`config.mk`:
```
export PLATFORM = sky130hd
export DESIGN_NAME = ahbl_cmd_master
export DESIGN_NICKNAME = d
export VERILOG_FILES = /design/src/rtl/ahbl_cmd_master.sv
export SDC_FILE = /design/constraint.sdc
export NUM_CORES = 1
export LEC_CHECK = 0
export CAP_MARGIN = 10
export CORE_MARGIN = 4
export CORE_UTILIZATION = 49
export CTS_CLUSTER_SIZE = 30
export DETAILED_ROUTE_END_ITERATION = 7
export PLACE_DENSITY = 0.88
export SYNTH_ARGS = -nofsm -noshare
export SYNTH_HDL_FRONTEND = slang
export SYNTH_SLANG_ARGS = --single-unit
```
`constraint.sdc`:
```
create_clock -name HCLK -period 3.3 [get_ports HCLK]
set_input_delay 0.825 -clock HCLK [delete_from_list [all_inputs] [get_ports HCLK]]
set_output_delay 0.825 -clock HCLK [all_outputs]
set_load 0.02 [all_outputs]
```
`src/rtl/ahbl_cmd_master.sv`:
```
// ahbl_cmd_master: turns a valid/ready command stream into pipelined AHB-Lite single transfers.
// Slot A drives the address phase, slot D the data phase; both advance together on HREADY.
module ahbl_cmd_master (
  input  logic        HCLK,
  input  logic        HRESETn,
  input  logic        cmd_valid,
  output logic        cmd_ready,
  input  logic [31:0] cmd_addr,
  input  logic        cmd_write,
  input  logic [2:0]  cmd_size,
  input  logic [31:0] cmd_wdata,
  output logic        rsp_valid,
  output logic [31:0] rsp_rdata,
  output logic        rsp_err,
  output logic        busy,
  output logic [31:0] HADDR,
  output logic [1:0]  HTRANS,
  output logic        HWRITE,
  output logic [2:0]  HSIZE,
  output logic [31:0] HWDATA,
  input  logic        HREADY,
  input  logic [31:0] HRDATA
);
  logic        r_a_valid, r_a_err, r_d_valid, r_d_err, r_d_write;
  logic [1:0]  r_d_size, r_d_addr;
  logic [31:0] r_a_wdata;
  logic        w_illegal;
  logic [31:0] w_wdata, w_rdata;
  logic [7:0]  w_byte;
  logic [15:0] w_half;
  assign cmd_ready = HREADY;
  assign busy      = r_a_valid | r_d_valid;
  assign w_illegal = (cmd_size > 3'd2) | (cmd_size == 3'd1 & cmd_addr[0]) |
                     (cmd_size == 3'd2 & |cmd_addr[1:0]);
  assign w_wdata   = cmd_size == 3'd0 ? {4{cmd_wdata[7:0]}} :
                     cmd_size == 3'd1 ? {2{cmd_wdata[15:0]}} : cmd_wdata;
  assign w_byte    = HRDATA[{r_d_addr, 3'b000} +: 8];
  assign w_half    = r_d_addr[1] ? HRDATA[31:16] : HRDATA[15:0];
  assign w_rdata   = (r_d_write | r_d_err) ? 32'd0 :
                     r_d_size == 2'd0 ? {24'd0, w_byte} :
                     r_d_size == 2'd1 ? {16'd0, w_half} : HRDATA;
  // The A slot's address/size/write live directly in the HADDR/HSIZE/HWRITE registers.
  always_ff @(posedge HCLK or negedge HRESETn) begin
    if (!HRESETn) begin
      r_a_valid <= 1'b0;
      r_a_err   <= 1'b0;
      r_a_wdata <= '0;
      r_d_valid <= 1'b0;
      r_d_err   <= 1'b0;
      r_d_write <= 1'b0;
      r_d_size  <= '0;
      r_d_addr  <= '0;
      HADDR     <= '0;
      HTRANS    <= 2'b00;
      HWRITE    <= 1'b0;
      HSIZE     <= '0;
      HWDATA    <= '0;
      rsp_valid <= 1'b0;
      rsp_rdata <= '0;
      rsp_err   <= 1'b0;
    end else if (HREADY) begin
      r_d_valid <= r_a_valid;
      r_d_err   <= r_a_err;
      r_d_write <= HWRITE;
      r_d_size  <= HSIZE[1:0];
      r_d_addr  <= HADDR[1:0];
      HWDATA    <= r_a_wdata;
      rsp_valid <= r_d_valid;
      if (r_d_valid) begin
        rsp_err   <= r_d_err;
        rsp_rdata <= w_rdata;
      end
      r_a_valid <= cmd_valid;
      HWRITE    <= cmd_valid & cmd_write;
      HTRANS    <= (cmd_valid & ~w_illegal) ? 2'b10 : 2'b00;
      if (cmd_valid) begin
        r_a_err   <= w_illegal;
        HADDR     <= cmd_addr;
        HSIZE     <= cmd_size;
        r_a_wdata <= w_wdata;
      end
    end else begin
      rsp_valid <= 1'b0;
    end
  end
endmodule
```
After elaboration in Yosys (flattened, before gate mapping)
Index checks and enable logic that the tools add are counted.
{ "word_totals": {"regBits": 145, "input_bits": 104, "output_inout_bits": 106} }
{ "op_classes": {"order_cmp": 1, "eq_ne": 3, "shift": 1, "mux": 8, "bitwise": 9, "n_reduce_logical": 5} }
{ "ops": {"columns": ["operator", "count"], "rows": [
  ["$mux 32", 5],
  ["$shiftx 32x6->8", 1],
  ["$mux 16", 1],
  ["$and 1x1->1", 4],
  ["$or 1x1->1", 4],
  ["$reduce_and 2->1", 2],
  ["$eq 3x1->1 const B", 1],
  ["$eq 3x2->1 const B", 1],
  ["$gt 3x2->1 const B", 1],
  ["$logic_not 3->1", 1],
  ["$eq 2x1->1 const B", 1],
  ["$logic_not 2->1", 1],
  ["$mux 2", 1],
  ["$reduce_or 2->1", 1],
  ["$mux 1", 1],
  ["$not 1->1", 1]
]} }

Longest topological paths before layout
{ "depth": {"ltp_word": 7, "ltp_mapped": 7} }

Worst setup path after synthesis
Ideal clock, no wire load.
{ "synth_path": {"path_type": "input port to flip-flop", "from": "in HREADY", "to": "reg HADDR[10]", "setup_time_ps": 125, "arrival_ps": 1845, "required_time_ps": 3175, "slack_ps": 1330, "stages": 5, "path_buffers": 3, "cell_sequence": "buf_4 nand2_1 buf_2 buf_2 mux2_2"} }
{ "synth_between": {"elab_chain_len": 1} }
{ "synth_lines": {"columns": ["element", "line", "source"], "rows": [
  ["start: declaration", "21", "input logic HREADY,"],
  ["$reduce_and 2->1 (no line)", null, null],
  ["end signal: assignment", "78", "HADDR <= cmd_addr;"],
  ["end: declaration", "16", "output logic [31:0] HADDR,"]
]} }
No other way between the ends.
A chain may end at the register's enable or synchronous reset.

Final worst setup path
{ "layout_path": {"from": "in HREADY", "to": "out cmd_ready"} }
{ "layout_lines": {"columns": ["element", "line", "source"], "rows": [
  ["end: declaration", "7", "output logic cmd_ready,"]
]} }
No word-level cell between the ends.

==> impl_results.md <==
* Vias after detailed routing at around 4700
* CTS tree: done
* Wirelength, routed at 16320 um
* CTS Hold Bufs at 0
* H-Tree Depth at 4
* Pint at between 4000 and 5000 uW
* Share of post-route cells with drive strength above 1 at between 10% and 20%
* Fin Hold WS at 470.4 ps
* Yosys top cell by area: dfrtp_1
* Post-route DRC violation count at 0
* Status: finished, final reports clean
* Area of the multi-input gates at approximately 2300 um^2
* Wire length per cell at 19.05 um
* Initial antenna violation count at 0
* Critical path class: primary input to output pin
* Setup Viol. Count Final at 0
* Delay of the slowest cell on the worst path at 680 ps
* Post-synthesis async set-or-reset flop share at between 90% and 100%
* TritonCTS buffer count at 17
* Worst-Skew Late Latency at ~410 ps
* Final WS setup at approximately 670 ps
* Post-Synth Simple-Gate Area at under 10%
* Worst path cell trace: buf_2 > clkdlybuf4s50_1
* Reg2Reg Setup Slack at between 1000 and 1500 ps
* Die height at roughly 120 um
* Synth top area share at between 50% and 60%
* Cell at the slowest stage of the critical path: clkdlybuf4s50_1
* Startpoint Class: primary input
* Net Sw Frac at between 20% and 30%
* Post-DP HPWL at about 12000 um
* Worst min-delay path class: primary input to asynchronous set/reset pin
* DR iter-0 viols at between 300 and 400
* Cell area after placement at 8285 um^2
* Leakage at roughly 0.0038 uW
* Reg2reg start: r_d_size[1]
* Psw at about 1600 uW
* CP Depth at 2
* Initial Util at 50.29%
* TNS Setup at 0 ps
* Reg area at around 3600 um^2
* Drt via density at 5.431
* Post-Synthesis Cells at 471
* Peak VDD IR at 0.0003849 V
* Largest family of logic cells by synthesized area: multiplexers
* Synthesis-to-finish area growth at 46.86%
* Final ANT Viol Nets at 0
* Resize count post-CTS at 0
* Post-Synth Adder-Cell Area at 0%
* Clock Path Buffers at 2
* Setup Skew at 3.813 ps
* Grt total ovfl at 0
* Maximum number of pins on one net before global-route repair at 88
* IO Port Bufs at 208
* Reg2Reg Depth at 4
* Root buf cell: clkbuf_16
* Ys Warns at 0
* R2R Path End: rsp_rdata[6]
* Req. time, crit path at 2470 ps
* Netlist area before placement at 6066 um^2
* Multiplexer share of the synthesized area at around 22%
* Synth cell types at 33
* Layout Nets at 780
* Worst Tran Pin Value at between 900 and 1000 ps
* #FFs+latches synth at 144
* Power per Cell Area at around 640 nW/um^2
* Power share of the sequential group at a little under 40%
* Pre-antenna DRT Iters at 4
* Most used flip-flop cell after synthesis: dfrtp_1
* Die area at around 14000 um^2
* Top cells by area, synth: dfrtp_1 (59%), mux2_2 (16%), mux2i_1 (5.8%)
* Cell Rows at 40
* RSZ-0062 raised after global routing: false
* Core box area at about 12000 um^2
* First-pass GRT wire length at around 26000 um
* Vias in the first global route at 4958
* Tcrit/Tclk final at 79.84%
* Number of max-cap violations at 0
* Complex-gate fraction of the synthesized area at a little under a tenth
* Post-synth EDFFs at 0
* Clock Sinks at approximately 140
* Clk pwr share at between 30% and 40%
* Fill count at between 700 and 800
* Post-Layout Inst Area at 8909 um^2
* Dpl ws at 669.5 ps
* Arrival time at the worst endpoint at 1810 ps
* GPL Wtd Cong at between 0.8 and 0.9
* Diode count at 0
* Most numerous cell in the Yosys netlist: dfrtp_1
* Final Max Tran Viols at 0
* Final Hold Viols at 0
* Period minus WS final at approximately 2600 ps
* Synthesized net count at about 580
* Xor/xnor share of the synthesized area at 0%
* Crit path max fanout at 14
* Rel. slew slack at roughly two fifths
* Crit path buffers/inverters at 2
* Gr usage total at about a quarter
* Synth cell count leaders: dfrtp_1 (144), mux2_2 (88), nand2_1 (50), o21ai_0 (50), mux2i_1 (35)
* Avg Cell Area, Syn at between 10 and 15 um^2
* Combinational fraction of design power at around a quarter
* Critical Path Sink Type: output pin
* Die X at ~120 um
* Clock slew at reported path FFs at ~50 ps
* Sequential fraction of the synthesis area at between 50% and 60%
* Max Clock Freq at between 300 and 400 MHz
* IO Count at 210
* Setup bufs post-CTS at 0
* Delay-heaviest family, CP: buffers and inverters
worst max path at each step:
| stage | start | end | slack [ps] |
|---|---|---|---|
| 2_1_floorplan | HREADY | HADDR[10] | 1330 |
| 3_3_place_gp | HREADY | cmd_ready | 680 |
| 3_5_place_dp | HREADY | cmd_ready | 670 |
| 4_1_cts | HREADY | cmd_ready | 670 |
| 5_1_grt | HREADY | cmd_ready | 630 |
| 6_report | HREADY | cmd_ready | 670 |
state kept, by name, indices dropped and copies added (netlist names), 2 cells and up:
name	cells
HADDR	32
HWDATA	32
r_a_wdata	32
rsp_rdata	32
HSIZE	3
r_d_addr	2
r_d_size	2
cell families after synthesis:
family	count (synthesis)
compound gates	87
buf+inv	34
flops	144
mux	123
other cells	1
simple gates	82
metrics by stage:
step           utilization (%)  total power (uW)  instances
2_1_floorplan                -              2960        471
3_3_place_gp             68.69              3699        825
3_5_place_dp             68.69              3746        825
4_1_cts                  73.86              5769        857
5_1_grt                  73.86              5976        857
6_report                 73.86              5725        857
layout by cell type, fill, tap and decap left out, drive strengths merged, types with 4 or more instances in the layout:
cell,count
a22o,21
a32oi,4
buf,10
bufinv,4
clkbuf,22
clkdlybuf4s50,206
clkinv,4
dfrtp,144
inv,4
mux2,88
mux2i,35
nand2,51
nand2b,7
nand3,10
o21ai,52
cell type report:
class | count | area share [%]
sequential | 144 | 40.45
inverter | 4 | 0.1685
clock buffer | 22 | 5.211
multi-input combinational | 293 | 25.88
tap | 168 | 2.360
clock inverter | 10 | 1.784
timing repair buffer | 216 | 24.14
per-layer routing:
layer	wire, um	vias to the layer above	GRT usage, %	part of all wire, %
li1	-	2095	-	-
met1	6263	2313	28.10	38
met2	8157	211	38.82	50
met3	1520	35	8.927	9.3
met4	381	0	8.472	2.3
met5	0	-	0	0
power by group through the flow:
stage                     sequential [uW]  clock, uW  combinational, uW
after global routing                 2310       2130               1540
after floorplan                      2510          0                448
after global placement               2280          0               1420
final                                2270       2010               1450
after detailed placement             2290          0               1450
after CTS                            2270       2040               1460
No activity file was read; power rests on OpenSTA's default activity.
